<file path="src/rtl/fetch_pkg.sv">
// Shared types and constants for the instruction fetch sequencer.
package fetch_pkg;
   localparam int          FETCH_ADDR_W = 8;
   localparam logic [31:0] HALT_WORD    = 32'h0000_0000;

   typedef enum logic [1:0] {IDLE, RUN, DRAIN, HALTED} fetch_state_e;

   typedef struct packed {
      logic [31:0]             instr;
      logic [FETCH_ADDR_W-1:0] pc;
   } fetch_entry_t;
endpackage

</file>
<file path="src/rtl/fetch_fifo.sv">
// Two-entry queue of fetched words; head visible combinationally, one-cycle fill latency.
// Flush wins over push; the producer's credit rule must never push into a full queue without a pop.
module fetch_fifo
   import fetch_pkg::*;
(
   input  logic         clk,
   input  logic         rst_n,
   input  logic         i_push,
   input  logic         i_pop,
   input  logic         i_flush,
   input  fetch_entry_t i_dat,
   output fetch_entry_t o_dat,
   output logic         o_vld,
   output logic [1:0]   o_count
);
   fetch_entry_t r_mem [2];
   logic         r_wr_ptr;
   logic         r_rd_ptr;
   logic [1:0]   r_count;
   logic         w_pop;

   assign w_pop   = i_pop && (r_count != 2'd0);
   assign o_vld   = (r_count != 2'd0);
   assign o_dat   = r_mem[r_rd_ptr];
   assign o_count = r_count;

   always_ff @(posedge clk or negedge rst_n) begin
      if (!rst_n) begin
         r_mem[0] <= '0;
         r_mem[1] <= '0;
         r_wr_ptr <= 1'b0;
         r_rd_ptr <= 1'b0;
         r_count  <= 2'd0;
      end else if (i_flush) begin
         r_wr_ptr <= 1'b0;
         r_rd_ptr <= 1'b0;
         r_count  <= 2'd0;
      end else begin
         if (i_push) begin
            r_mem[r_wr_ptr] <= i_dat;
            r_wr_ptr        <= ~r_wr_ptr;
         end
         if (w_pop)
            r_rd_ptr <= ~r_rd_ptr;
         r_count <= r_count + 2'(i_push) - 2'(w_pop);
      end
   end

   a_no_overflow: assert property (@(posedge clk) disable iff (!rst_n)
      (i_push && !i_flush && !w_pop) |-> (r_count != 2'd2));
endmodule

</file>
<file path="src/rtl/fetch_ctrl.sv">
// PC owner and ROM issue sequencer: 1-cycle ROM latency absorbed, start-to-instr_valid is 3 cycles.
// Issue is credit-gated so in-flight plus queued words never exceed two while decode stalls.
module fetch_ctrl
   import fetch_pkg::*;
#(
   parameter int          SIZE      = 48,
   parameter int          ADDR_W    = FETCH_ADDR_W,
   parameter logic [31:0] HALT_WORD = fetch_pkg::HALT_WORD
) (
   input  logic              clk,
   input  logic              rst_n,
   input  logic              i_start,
   input  logic [ADDR_W-1:0] i_start_pc,
   input  logic              i_redirect_valid,
   input  logic [ADDR_W-1:0] i_redirect_pc,
   output logic [ADDR_W-1:0] o_rom_addr,
   output logic              o_rom_req,
   input  logic [31:0]       i_rom_data,
   output logic              o_instr_valid,
   input  logic              i_instr_ready,
   output logic [31:0]       o_instr,
   output logic [ADDR_W-1:0] o_instr_pc,
   output logic              o_busy,
   output logic              o_halted
);
   localparam logic [ADDR_W-1:0] LAST_PC = ADDR_W'(SIZE - 4);

   fetch_state_e      r_state, w_state_nxt;
   logic [ADDR_W-1:0] r_pc;
   logic              r_inflight;
   logic [ADDR_W-1:0] r_inflight_pc;

   logic         w_start, w_redir, w_ret, w_halt_det, w_end, w_credit;
   logic         w_pop, w_push, w_flush;
   logic [1:0]   w_count;
   fetch_entry_t w_head, w_push_dat;

   fetch_fifo u_fifo (
      .clk     (clk),
      .rst_n   (rst_n),
      .i_push  (w_push),
      .i_pop   (w_pop),
      .i_flush (w_flush),
      .i_dat   (w_push_dat),
      .o_dat   (w_head),
      .o_vld   (o_instr_valid),
      .o_count (w_count)
   );

   assign o_instr    = w_head.instr;
   assign o_instr_pc = w_head.pc;
   assign o_rom_addr = r_pc;
   assign o_busy     = (r_state == RUN) || (r_state == DRAIN);
   assign o_halted   = (r_state == HALTED);

   always_comb begin
      w_state_nxt = r_state;
      w_pop       = o_instr_valid && i_instr_ready;
      w_start     = i_start && ((r_state == IDLE) || (r_state == HALTED));
      w_redir     = i_redirect_valid && o_busy;
      w_flush     = w_start || w_redir;
      // A return landing in the redirect cycle belongs to the abandoned path.
      w_ret       = r_inflight && !w_redir;
      w_halt_det  = w_ret && (i_rom_data == HALT_WORD);
      w_push      = w_ret && !w_halt_det;
      w_push_dat  = '{instr: i_rom_data, pc: r_inflight_pc};
      w_end       = (r_state == RUN) && (r_pc > LAST_PC);
      w_credit    = ({1'b0, w_count} + {2'b00, r_inflight}) < (3'd2 + {2'b00, w_pop});
      o_rom_req   = (r_state == RUN) && !w_redir && !w_halt_det && !w_end && w_credit;

      if (w_start || w_redir)
         w_state_nxt = RUN;
      else if ((r_state == RUN) && (w_halt_det || w_end))
         w_state_nxt = DRAIN;
      else if ((r_state == DRAIN) && !r_inflight && (w_count == 2'd0))
         w_state_nxt = HALTED;
   end

   always_ff @(posedge clk or negedge rst_n) begin
      if (!rst_n) begin
         r_state       <= IDLE;
         r_pc          <= '0;
         r_inflight    <= 1'b0;
         r_inflight_pc <= '0;
      end else begin
         r_state    <= w_state_nxt;
         r_inflight <= o_rom_req;
         if (o_rom_req)
            r_inflight_pc <= r_pc;
         if (w_start)
            r_pc <= {i_start_pc[ADDR_W-1:2], 2'b00};
         else if (w_redir)
            r_pc <= {i_redirect_pc[ADDR_W-1:2], 2'b00};
         else if (o_rom_req)
            r_pc <= r_pc + ADDR_W'(4);
      end
   end
endmodule
</file>
<file path="config.mk">
export PLATFORM = sky130hd
export DESIGN_NAME = fetch_ctrl
export DESIGN_NICKNAME = d
export VERILOG_FILES = /design/src/rtl/fetch_pkg.sv /design/src/rtl/fetch_fifo.sv /design/src/rtl/fetch_ctrl.sv
export SDC_FILE = /design/constraint.sdc
export NUM_CORES = 1
export LEC_CHECK = 0
export CORE_AREA = 2 2 99 101
export CTS_CLUSTER_DIAMETER = 40
export DETAILED_ROUTE_END_ITERATION = 10
export DIE_AREA = 0 0 101 103
export PLACE_DENSITY = 0.77
export SETUP_SLACK_MARGIN = 0.3
export SYNTH_ARGS = -nofsm -noshare
export SYNTH_HDL_FRONTEND = slang
export SYNTH_HIERARCHICAL = 1
export SYNTH_SLANG_ARGS = --single-unit
</file>
<file path="constraint.sdc">
create_clock -name clk -period 3 [get_ports clk]
set_clock_uncertainty 0.1 [all_clocks]
set_input_delay 0.75 -clock clk [delete_from_list [all_inputs] [get_ports clk]]
set_output_delay 0.75 -clock clk [all_outputs]
set_load 0.03 [all_outputs]
</file>
==> results by stage, run 1 <==
Final layout:
- The number of nets in the layout is ~560.
- The layout overhead on the synthesized area is 38.4%.
- Fill cells in the final layout number 700.
- The final standard cell utilization of the core is 68.6%.
- The number of antenna diodes in the final layout is 0.
- In the final layout, the share of cells above drive strength 1 is 48.3%.

Clock tree:
- The TritonCTS clock tree is done.
- The longest clock path from root to sink contains 2 buffers.
- The H-tree was split into 3 levels.
- The CTS clock-pin slew for the worst setup and hold paths is 90 ps.
- The clock root buffer is sky130_fd_sc_hd__clkbuf_8.
- TritonCTS created 9 clock buffers.
- The clock latency of the later-clocked register in the worst-skew pair is 360 ps.
- The clock drives 99 sinks.

Timing:
- Setup violations remaining at the end of the flow were counted as 0.
- After routing, the total negative slack on setup checks comes to 0 ps.
- The final critical-path setup slack is 60.3 ps.
- At the pin with the least slew margin, the transition time is 527 ps.
- In the finished design, the share of the clock period the worst path needs comes to 98.0%.
- The final count of hold timing violations is 0.
- The minimum clock period after layout is 2940 ps.
- Setup repair after global routing could not meet its margin everywhere.
- The headroom to the max-slew limit is 64.8%.
- The count of final max-slew check failures was 0.
- The maximum achievable frequency is about 0.34 GHz.

Route:
- The number of violations reported at the end of detailed-routing iteration 0 is 57.
- In the final routed layout, each cell accounts on average for 17.1 µm.
- The total number of vias is 3300.
- In the routed layout, each cell is associated on average with a via count of between 5 and 6.
- The detailed-route DRC error count is 0.
- The detailed-routing iteration count for the pre-antenna-repair pass is 4.
- The detailed-route wire length is 10600 µm.
- Once detail routing completed, the nets flagged for antenna violations numbered 0.

Synth:
- The area share of the largest cell type after synthesis is 52.8%.
- After Yosys synthesis, and, or, nand and nor cells account for 6.59% of the synthesized area.
- The biggest area contributor in the post-synthesis netlist is sky130_fd_sc_hd__dfrtp_1.
- The largest family of logic cells by synthesized area is multiplexers.
- By instance count, the leading cell after synthesis is sky130_fd_sc_hd__mux2_2.
- The number of cells produced by synthesis is 340.
- The flip-flop cell with the highest count after synthesis is sky130_fd_sc_hd__dfrtp_1.
- The number of synthesized register bits is a little under 100.
- The area of the mapped netlist is 0.00469 mm².
- After synthesis, flip-flops and latches occupy 52.8% of the total area.
- The synthesized netlist devotes 1.04% of its cell area to XOR and XNOR gates.
- The total number of yosys warnings is 6.
- After synthesis, the cell types taking the most area are sky130_fd_sc_hd__dfrtp_1 (53%), sky130_fd_sc_hd__mux2_2 (29%), sky130_fd_sc_hd__ha_1 (2.1%), sky130_fd_sc_hd__nor2_1 (1.5%), sky130_fd_sc_hd__mux2_1 (1.4%).
- The post-synthesis compound-gate area fraction is 3.74%.
- The number of distinct library cells after synthesis is 41.
- The number of flops mapped to enable cells by yosys is 0.
- The mux cell area share after synthesis is a little under a third.
- The post-synthesis average cell area is 13.8 µm².
- Counting flops with an async set or reset pin after synthesis yields a share of 100%.
- The commonest cells after synthesis are sky130_fd_sc_hd__mux2_2 (120), sky130_fd_sc_hd__dfrtp_1 (99), sky130_fd_sc_hd__nor2_1 (19).
- Summing the areas of all fa, ha and maj instances in the mapped netlist gives ~2.1% of the synthesized area.

Critical path:
- The data required time of the worst path is ~2200 ps.
- The depth of the worst register-to-register path is 8.
- The worst setup path is captured at a primary output.
- The highest fanout seen on the critical path is 2.
- The critical path is of the input pin to primary output type.
- The nature of the critical path startpoint is an input pin.
- For the worst setup path, the data arrival time is around 2100 ps.

Outcome:
- The run finished with clean final reports.

Global route:
- Entering global routing, the biggest net connects a little over 60 pins.
- The global route total overflow is 0.
- For this run, the total global-route usage over all layers was measured as between 20 and 25%.
- The number of antenna violations at the first check in global routing was 0.
- The first-pass GRT wire length is between 15000 and 20000 µm.
- The via count of the first global-routing pass is 3427.

Die:
- Once the floorplan was initialized, standard cells occupied 49.6% of the core.
- During I/O placement, the number of pins put on the boundary was 105.
- From left edge to right edge, the die measures approximately 100 µm.
- The die is 103 µm tall.
- The overall die area is 0.0104 mm².
- The row count is 36.
- The area of the core is 0.00946 mm².

Run:
- Across the run, the number of max-cap violations was 0.

Place:
- The count of buffers added on input and output ports is 98.
- The placer congestion estimate is 0.817.
- OpenSTA, run right after detailed placement, puts the worst setup slack at -321 ps.
- The detailed-placement wirelength estimate is 7200 µm.

Pwr:
- The analysis attributes to cell leakage a power of about 3.3 nW.
- IR analysis of the VDD net gives a maximum drop of between 0.4 and 0.5 mV.
- Dividing total power by cell area gives a power density of a little over 800 mW/mm².

Min path:
- The tightest min-delay check is of the input pin to asynchronous set/reset pin type.
## through the flow
step | total power [mW] | area, µm² | cells | hold slack (ps)
6_report | 5.35 | 6490 | 621 | 267
5_1_grt | 5.68 | 6490 | 621 | 288
4_1_cts | 5.32 | 6350 | 608 | 269
3_5_place_dp | 4.69 | 6140 | 586 | 377
3_3_place_gp | 4.59 | 6140 | 586 | 365
2_1_floorplan | 3.67 | 4710 | 345 | 354
## metal layers
metal  GRT usage [%]  up-vias  wire length, µm
met3            5.22       15              539
li1                -     1540                -
met2            35.4       70             5470
met1            24.8     1675             4450
met5               0        -                0
met4            6.24        0              160
## cells by family after synthesis
group	after synthesis
AOI/OAI and AO/OA	22
xor gates and xnor gates	4
adders and majority gates	8
buffers and inverters	25
DFF	99
muxes	126
other	1
and+or+nand+nor	55
## cell usage in the layout, fill, tap and decap left out, types with 6 or more instances in the layout
| cell type | Yosys | routed |
|---|---|---|
| sky130_fd_sc_hd__clkdlybuf4s15_1 | 0 | 6 |
| sky130_fd_sc_hd__clkbuf_2 | 0 | 16 |
| sky130_fd_sc_hd__inv_1 | 7 | 7 |
| sky130_fd_sc_hd__nor2_1 | 19 | 17 |
| sky130_fd_sc_hd__mux2_1 | 6 | 6 |
| sky130_fd_sc_hd__nor4_2 | 0 | 7 |
| sky130_fd_sc_hd__dfrtp_1 | 99 | 98 |
| sky130_fd_sc_hd__clkdlybuf4s50_1 | 0 | 20 |
| sky130_fd_sc_hd__clkbuf_8 | 0 | 9 |
| sky130_fd_sc_hd__mux2_2 | 120 | 119 |
| sky130_fd_sc_hd__buf_12 | 0 | 8 |
| sky130_fd_sc_hd__conb_1 | 1 | 6 |
| sky130_fd_sc_hd__dlygate4sd2_1 | 0 | 46 |
| sky130_fd_sc_hd__buf_4 | 7 | 55 |
| sky130_fd_sc_hd__ha_1 | 8 | 6 |
## flip-flops by register name, summed over array words and instances, names as in the netlist
| register | flops |
|---|---|
| r_inflight | 1 |
| r_state | 2 |
| u_fifo/o_count | 2 |
| r_inflight_pc | 6 |
| u_fifo/r_mem | 80 |
| u_fifo/r_wr_ptr | 1 |
| o_rom_addr | 6 |
| u_fifo/r_rd_ptr | 1 |
## critical path, stage by stage
cell and delay, ps:
sky130_fd_sc_hd__buf_8 100, sky130_fd_sc_hd__nor4_4 260, sky130_fd_sc_hd__buf_4 150, sky130_fd_sc_hd__nand4_1 250, sky130_fd_sc_hd__nor3_4 350, sky130_fd_sc_hd__nor2b_4 80, sky130_fd_sc_hd__buf_6 140
## path summary, 6_finish.rpt
kind	startpoint	to	slack, ps
min	rst_n	u_fifo/r_mem[9]$_DFFE_PN0P_	270
max reg2reg	u_fifo/o_count[0]$_DFF_PN0_	o_rom_addr[4]$_DFFE_PN0P_	390
min in group clk	u_fifo/r_mem[4]$_DFFE_PN0P_	u_fifo/r_mem[4]$_DFFE_PN0P_	400
min reg2reg	u_fifo/r_mem[4]$_DFFE_PN0P_	u_fifo/r_mem[4]$_DFFE_PN0P_	400
max in group asynchronous	rst_n	u_fifo/r_mem[31]$_DFFE_PN0P_	1840
max	i_rom_data[22]	o_rom_req	60
## where the power goes
part           leakage [nW]  total (mW)  internal [mW]  switching [mW]
clock                0.0787       0.768          0.302           0.465
sequential             1.30        2.03           1.76           0.269
combinational          1.89        2.55           1.19            1.36
## final cells by class
class                      instances  area, µm²  area share (%)
clock inverter                     6       41.3           0.636
timing repair buffer             164       1480            22.8
sequential                        99       2480            38.2
clock buffer                      10        128            1.97
tap                              114        143            2.20
multi-input combinational        221       2190            33.8
inverter                           7       26.3           0.405
## repair_timing
action                     in CTS  in global routing
cloned                          0                  1
resized for setup              96                 60
hold buffers                    0                  0
setup endpoints to repair     106                 68
pin swaps                      13                 15
buffers inserted                6                 12
No activity file was read; power rests on OpenSTA's default activity.
==> run 2: changes to the inputs <==
- HOLD_SLACK_MARGIN: not set -> 0.02
==> results of run 2 <==
The final DEF is identical to that of run 1; final timing and power are the same.
